**src/rtl/compr_packer.sv**
```systemverilog
// compr_packer: instruction-stream compressor and halfword packer.
//
// Accepts one 32-bit RV64 instruction per handshake. When the instruction
// belongs to the supported subset, it is replaced by its 16-bit RVC form.
// The resulting halfword stream is packed into little-endian 32-bit memory
// words. A 32-bit instruction may straddle two words, which matches the
// realignment done on fetch.
//
// Ports:
//   clk        rising-edge clock
//   rst        synchronous active-high reset
//   in_valid   in_instr is valid
//   in_instr   uncompressed 32-bit instruction
//   in_ready   instruction is accepted when in_valid && in_ready
//   flush      emit the pending half, padded with NOP16
//   flush_done one-cycle pulse: flush handled
//   out_valid  out_word is valid
//   out_word   packed word; bits[15:0] hold the earlier halfword
//   out_ready  consumer accepts out_word
//   cnt_compr  saturating count of compressed instructions
module compr_packer #(
  parameter int          ENABLE_COMPRESS = 1,
  parameter logic [15:0] NOP16           = 16'h0001
) (
  input  logic        clk,
  input  logic        rst,
  input  logic        in_valid,
  input  logic [31:0] in_instr,
  output logic        in_ready,
  input  logic        flush,
  output logic        flush_done,
  output logic        out_valid,
  output logic [31:0] out_word,
  input  logic        out_ready,
  output logic [15:0] cnt_compr
);

  typedef enum logic {EMPTY, HALF} state_t;

  typedef struct packed {
    logic        is16;
    logic [15:0] half;
  } cres_t;

  state_t      state_q, state_d;
  logic [15:0] pend_p0, pend_d;
  logic [31:0] word_p0, word_d;
  logic        vld_p0, vld_d;
  logic        done_p0, done_d;
  logic [15:0] cnt_q, cnt_d;

  cres_t       cres;
  logic        accept;
  logic        do_flush;

  // Maps an instruction onto its RVC form. The first matching rule wins.
  function automatic cres_t compress(input logic [31:0] w);
    cres_t              r;
    logic [6:0]         opc;
    logic [2:0]         f3;
    logic [6:0]         f7;
    logic [4:0]         rd;
    logic [4:0]         rs1;
    logic [4:0]         rs2;
    logic signed [11:0] imm_i;
    logic signed [11:0] imm_s;
    logic               imm6_ok;
    logic               is_addi;
    logic               is_add;
    logic               is_sub;
    logic               is_sd;
    logic               is_jalr;
    r.is16  = 1'b0;
    r.half  = w[15:0];
    opc     = w[6:0];
    f3      = w[14:12];
    f7      = w[31:25];
    rd      = w[11:7];
    rs1     = w[19:15];
    rs2     = w[24:20];
    imm_i   = w[31:20];
    imm_s   = {w[31:25], w[11:7]};
    imm6_ok = (imm_i >= -12'sd32) && (imm_i <= 12'sd31);
    is_addi = (opc == 7'b0010011) && (f3 == 3'b000);
    is_add  = (opc == 7'b0110011) && (f3 == 3'b000) && (f7 == 7'b0000000);
    is_sub  = (opc == 7'b0110011) && (f3 == 3'b000) && (f7 == 7'b0100000);
    is_sd   = (opc == 7'b0100011) && (f3 == 3'b011);
    is_jalr = (opc == 7'b1100111) && (f3 == 3'b000);
    if (ENABLE_COMPRESS != 0) begin
      if (w == 32'h0000_0013) begin
        r.is16 = 1'b1;
        r.half = 16'h0001;
      end else if (is_addi && rd == rs1 && rd != 5'd0 && imm_i != 12'sd0 && imm6_ok) begin
        r.is16 = 1'b1;
        r.half = {3'b000, imm_i[5], rd, imm_i[4:0], 2'b01};
      end else if (is_addi && rd != 5'd0 && rs1 == 5'd0 && imm6_ok) begin
        r.is16 = 1'b1;
        r.half = {3'b010, imm_i[5], rd, imm_i[4:0], 2'b01};
      end else if (is_add && rd != 5'd0 && rs1 == 5'd0 && rs2 != 5'd0) begin
        r.is16 = 1'b1;
        r.half = {4'b1000, rd, rs2, 2'b10};
      end else if (is_add && rd == rs1 && rd != 5'd0 && rs2 != 5'd0) begin
        r.is16 = 1'b1;
        r.half = {4'b1001, rd, rs2, 2'b10};
      end else if (is_sub && rd == rs1 && rd[4:3] == 2'b01 && rs2[4:3] == 2'b01) begin
        r.is16 = 1'b1;
        r.half = {6'b100011, rd[2:0], 2'b00, rs2[2:0], 2'b01};
      end else if (is_sd && rs1[4:3] == 2'b01 && rs2[4:3] == 2'b01 &&
                   imm_s >= 12'sd0 && imm_s <= 12'sd248 && imm_s[2:0] == 3'b000) begin
        r.is16 = 1'b1;
        r.half = {3'b111, imm_s[5:3], rs1[2:0], imm_s[7:6], rs2[2:0], 2'b00};
      end else if (is_jalr && rd[4:1] == 4'd0 && rs1 != 5'd0 && imm_i == 12'sd0) begin
        r.is16 = 1'b1;
        r.half = {3'b100, rd[0], rs1, 5'b00000, 2'b10};
      end
    end
    return r;
  endfunction

  assign cres       = compress(in_instr);
  assign in_ready   = !vld_p0 || out_ready;
  assign accept     = in_valid && in_ready;
  // A flush never competes with an instruction: the instruction goes first.
  assign do_flush   = flush && !in_valid && in_ready;

  assign out_valid  = vld_p0;
  assign out_word   = word_p0;
  assign flush_done = done_p0;
  assign cnt_compr  = cnt_q;

  always_comb begin
    state_d = state_q;
    pend_d  = pend_p0;
    word_d  = word_p0;
    vld_d   = vld_p0 && !out_ready;
    done_d  = 1'b0;
    cnt_d   = cnt_q;
    if (accept) begin
      if (cres.is16 && cnt_q != 16'hFFFF) begin
        cnt_d = cnt_q + 16'd1;
      end
      case (state_q)
        EMPTY: begin
          if (cres.is16) begin
            pend_d  = cres.half;
            state_d = HALF;
          end else begin
            word_d = in_instr;
            vld_d  = 1'b1;
          end
        end
        HALF: begin
          vld_d = 1'b1;
          if (cres.is16) begin
            word_d  = {cres.half, pend_p0};
            state_d = EMPTY;
          end else begin
            // Low half completes the current word, high half stays pending.
            word_d = {in_instr[15:0], pend_p0};
            pend_d = in_instr[31:16];
          end
        end
        default: state_d = EMPTY;
      endcase
    end else if (do_flush) begin
      done_d = 1'b1;
      if (state_q == HALF) begin
        word_d  = {NOP16, pend_p0};
        vld_d   = 1'b1;
        state_d = EMPTY;
      end
    end
  end

  // Output register stage
  always_ff @(posedge clk) begin
    if (rst) begin
      state_q <= EMPTY;
      pend_p0 <= 16'h0000;
      word_p0 <= 32'h0000_0000;
      vld_p0  <= 1'b0;
      done_p0 <= 1'b0;
      cnt_q   <= 16'h0000;
    end else begin
      state_q <= state_d;
      pend_p0 <= pend_d;
      word_p0 <= word_d;
      vld_p0  <= vld_d;
      done_p0 <= done_d;
      cnt_q   <= cnt_d;
    end
  end

endmodule

```
**config.mk**
```make
export PLATFORM = sky130hd
export DESIGN_NAME = compr_packer
export DESIGN_NICKNAME = d
export VERILOG_FILES = /design/src/rtl/compr_packer.sv
export SDC_FILE = /design/constraint.sdc
export NUM_CORES = 1
export LEC_CHECK = 0
export BUFFER_PORTS_ARGS = -buffer_cell sky130_fd_sc_hd__buf_2
export CAP_MARGIN = 20
export CORE_MARGIN = 8
export CORE_UTILIZATION = 40
export CTS_CLUSTER_SIZE = 8
export DETAILED_ROUTE_END_ITERATION = 6
export GPL_ROUTABILITY_DRIVEN = 0
export GPL_TIMING_DRIVEN = 1
export SLEW_MARGIN = 30
export SYNTH_ARGS = -nofsm -noshare
export SYNTH_HDL_FRONTEND = slang
export SYNTH_SLANG_ARGS = --single-unit
```
**constraint.sdc**
```tcl
create_clock -name clk -period 3.6 [get_ports clk]
set_input_delay 0.18 -clock clk [delete_from_list [all_inputs] [get_ports clk]]
set_output_delay 0.18 -clock clk [all_outputs]
set_load 0.005 [all_outputs]
```
==> impl_metrics.py <==
metrics = {
    "status": {
        "run_status": "completed",
    },
    "timing": {
        "totalNegativeSetupSlack_ps": 0,
        "setup_skew_after_layout_ps": 15.64,
        "period_share": 0.7906,
        "timing.fmax_mhz": 351.3,
        "finalMaxSlewViolations": 0,
        "finalSetupViolCount": 0,
        "worst_slew_pin_slew_ps": 672.8,
        "slew-limit-headroom": 0.5473,
        "period_needed_ps": 2846,
        "final_hold_violation_count": 0,
        "rsz0062_at_grt": "no",
    },
    "synthesis": {
        "synth_top_area_cell": "dfxtp_1",
        "netlist_instances": 448,
        "number_of_different_library_cells_in_the_post_synthesis_netlist": 70,
        "synth_area_leaders": "dfxtp_1 (36%), mux2i_1 (7.4%), nor2_1 (6.5%)",
        "synth_seq_area_share": 0.3559,
        "mapped_cell_area_um2": 3769,
        "asyncSetResetFlopFracSynth": 0,
        "synth_enable_flop_cells": 0,
        "avgSynthCellArea_um2": 8.412,
        "synth_top_area_share": 0.3559,
        "total_nets_after_synthesis": 486,
        "synth-warning-count": 0,
        "postSynthRegisterBits": 67,
        "synth_flop_type": "dfxtp_1",
    },
    "power": {
        "power.ir.vdd_worst_v": 0.0002025,
        "p_leak_nw": 1.954,
        "power.internal_mw": 1.403,
        "power.share.switching": 0.2428,
        "p_per_area_nw_per_um2": 401.8,
        "p_sw_mw": 0.4498,
        "power.combinational.fraction": 0.117,
        "power.clock.fraction": 0.462,
        "power.share.sequential": 0.421,
    },
    "clocking": {
        "clkTransAtPathRegs_ps": 90,
        "ctsLongestPathBuffers": 2,
        "clk_latency_ps": 350,
        "cts_max_level": 3,
        "tritoncts": "done",
        "cts-buffers-inserted": 9,
        "cts_resized": 0,
        "setup_repair_bufs_after_cts": 0,
        "numClockSinks": 67,
        "cts.root.buffer_cell": "clkbuf_8",
        "post_cts_hold_buffer_count": 0,
    },
    "layout": {
        "area.growth.synth_to_final_pct": 22.34,
        "multi_input_logic_area_um2": 2297,
        "mostFrequentLayoutCells": "buf_2 (87), dfxtp_1 (67), nor2_1 (64), mux2i_1 (28), nand2_1 (26)",
        "regArea_um2": 1341,
        "fin_nets": 573,
        "antennaDiodeCount": 0,
        "final_area_um2": 4611,
        "most_frequent_standard_cell_in_the_layout_excluding_fill_and_tap_cells": "buf_2",
        "fill_cells": 938,
        "final_layout_size_suffix_gt1_frac": 0.2556,
    },
    "die": {
        "top_level_ports": 88,
        "fp.coreArea_um2": 9196,
        "fp.dieArea_um2": 12780,
        "die_w_um": 113.1,
        "rows": 35,
        "floorplan.initialDensity": 0.4098,
        "die_h_um": 113.1,
    },
    "worst_setup_path": {
        "path_class": "primary input to register",
        "crit_path_end_kind": "register",
        "timing.critical_path.fanout_max": 34,
        "critPathRequiredTime_ps": 3850,
        "arrival_ps": 3090,
        "worst-r2r-cell-count": 8,
        "worstSetupStartpointType": "primary input",
    },
    "hold_path": {
        "hp-class": "primary input to register",
        "hold_path_depth": 2,
    },
    "place": {
        "detailedPlacementHpwl_mm": 8.760,
        "place_area_um2": 4337,
        "count_of_port_buffers_added_during_placement": 87,
    },
    "flow_run": {
        "max_cap_viol_count": 0,
    },
    "global_routing": {
        "grt_antenna_before_repair": 0,
        "grt_pass1_wl_mm": 18.93,
        "globalRouteTotalUtil": 0.1834,
        "grt_max_degree": 56,
        "first_global_vias": 3652,
        "grt_overflow_total": 0,
    },
    "route": {
        "remaining_drc_errors": 0,
        "antenna_violating_nets_post_route": 0,
        "route.detailed.wl_per_inst_um": 18.08,
        "drt-pass1-iter-count": 5,
        "vias": 3762,
        "post_drt_via_cell_ratio": 5.779,
        "detailedRoute.firstIterationViolations": 310,
        "wirelength_mm": 11.77,
    },
}
==> final timing paths <==
check,startpoint,end,slack [ps]
setup / recovery,in_instr[28],out_word[16],750
hold reg to reg,pend_p0[3],pend_p0[3],460
hold / removal,flush,flush_done,90
setup reg to reg,cnt_compr[4],cnt_compr[15],1030
==> cells by family after synthesis <==
logic type	share of synthesized area
compound gates	0.2029
xor+xnor	0.04183
fa+ha+maj	0.003320
buf+inv	0.03519
flops	0.3559
mux	0.08333
simple gates	0.2776
==> power by group through the flow <==
stage          Clock, mW  Sequential [mW]  Combinational [mW]
2_1_floorplan          0            0.800               0.107
3_3_place_gp           0            0.797               0.214
3_5_place_dp           0            0.798               0.214
4_1_cts            0.872            0.781               0.216
5_1_grt            0.899            0.784               0.236
6_report           0.856            0.780               0.216
==> critical path, stage by stage <==
cell	delay (ps)
buf_2	140
or4_4	550
or4_4	550
a31oi_1	390
o21a_1	220
o21ai_2	130
o22ai_2	280
buf_4	350
nor2_1	70
a311oi_1	230
==> metal layers <==
layer / vias up / wire length [um] / GRT usage
li1: 1853 / - / -
met1: 1716 / 5502 / 0.2471
met2: 170 / 4958 / 0.2599
met3: 23 / 1034 / 0.05698
met4: 0 / 272 / 0.08437
met5: - / 0 / 0
==> layout make-up <==
class / instances / area share
inverter: 5 / 0.004071
clock buffer: 10 / 0.02985
sequential: 67 / 0.2909
clock inverter: 6 / 0.02958
timing repair buffer: 101 / 0.1172
tap: 111 / 0.03012
multi-input combinational: 351 / 0.4982
==> state kept, by name (all words and copies together), names as in the netlist <==
| register | cells |
|---|---|
| out_word | 32 |
| out_valid | 1 |
| pend_p0 | 16 |
| flush_done | 1 |
| cnt_compr | 16 |
| state_q | 1 |
==> cells in the mapped netlist (all sizes together) (2+ instances only) <==
cell	count
xnor2	12
o2bb2ai	2
nor4	9
buf	9
and4	4
a211o	4
a22oi	3
a21oi	21
and3	7
o31ai	2
inv	5
or2	3
o21a	2
nand3	13
a21o	2
o211ai	3
a211oi	24
nor4b	3
and2	6
nor2	68
nand4	8
or4	5
clkbuf	16
nand2	26
a31oi	2
nor3	25
o41ai	2
dfxtp	67
mux2i	29
a22o	9
o21ai	17
a2111oi	2
nor3b	3
or3	9
xor2	6
==> stage by stage <==
stage	hold WS (ps)	cells	setup slack (ps)	util	power, mW
after floorplan	325.9	448	738.6	-	0.9069
after global placement	432.1	635	486.4	0.4716	1.011
after detailed placement	448.0	635	456.0	0.4716	1.012
after CTS	73.58	651	815.6	0.5014	1.868
after global routing	96.87	651	565.6	0.5014	1.918
final	87.35	651	753.7	0.5014	1.853
Power figures use the tool's default switching activity.
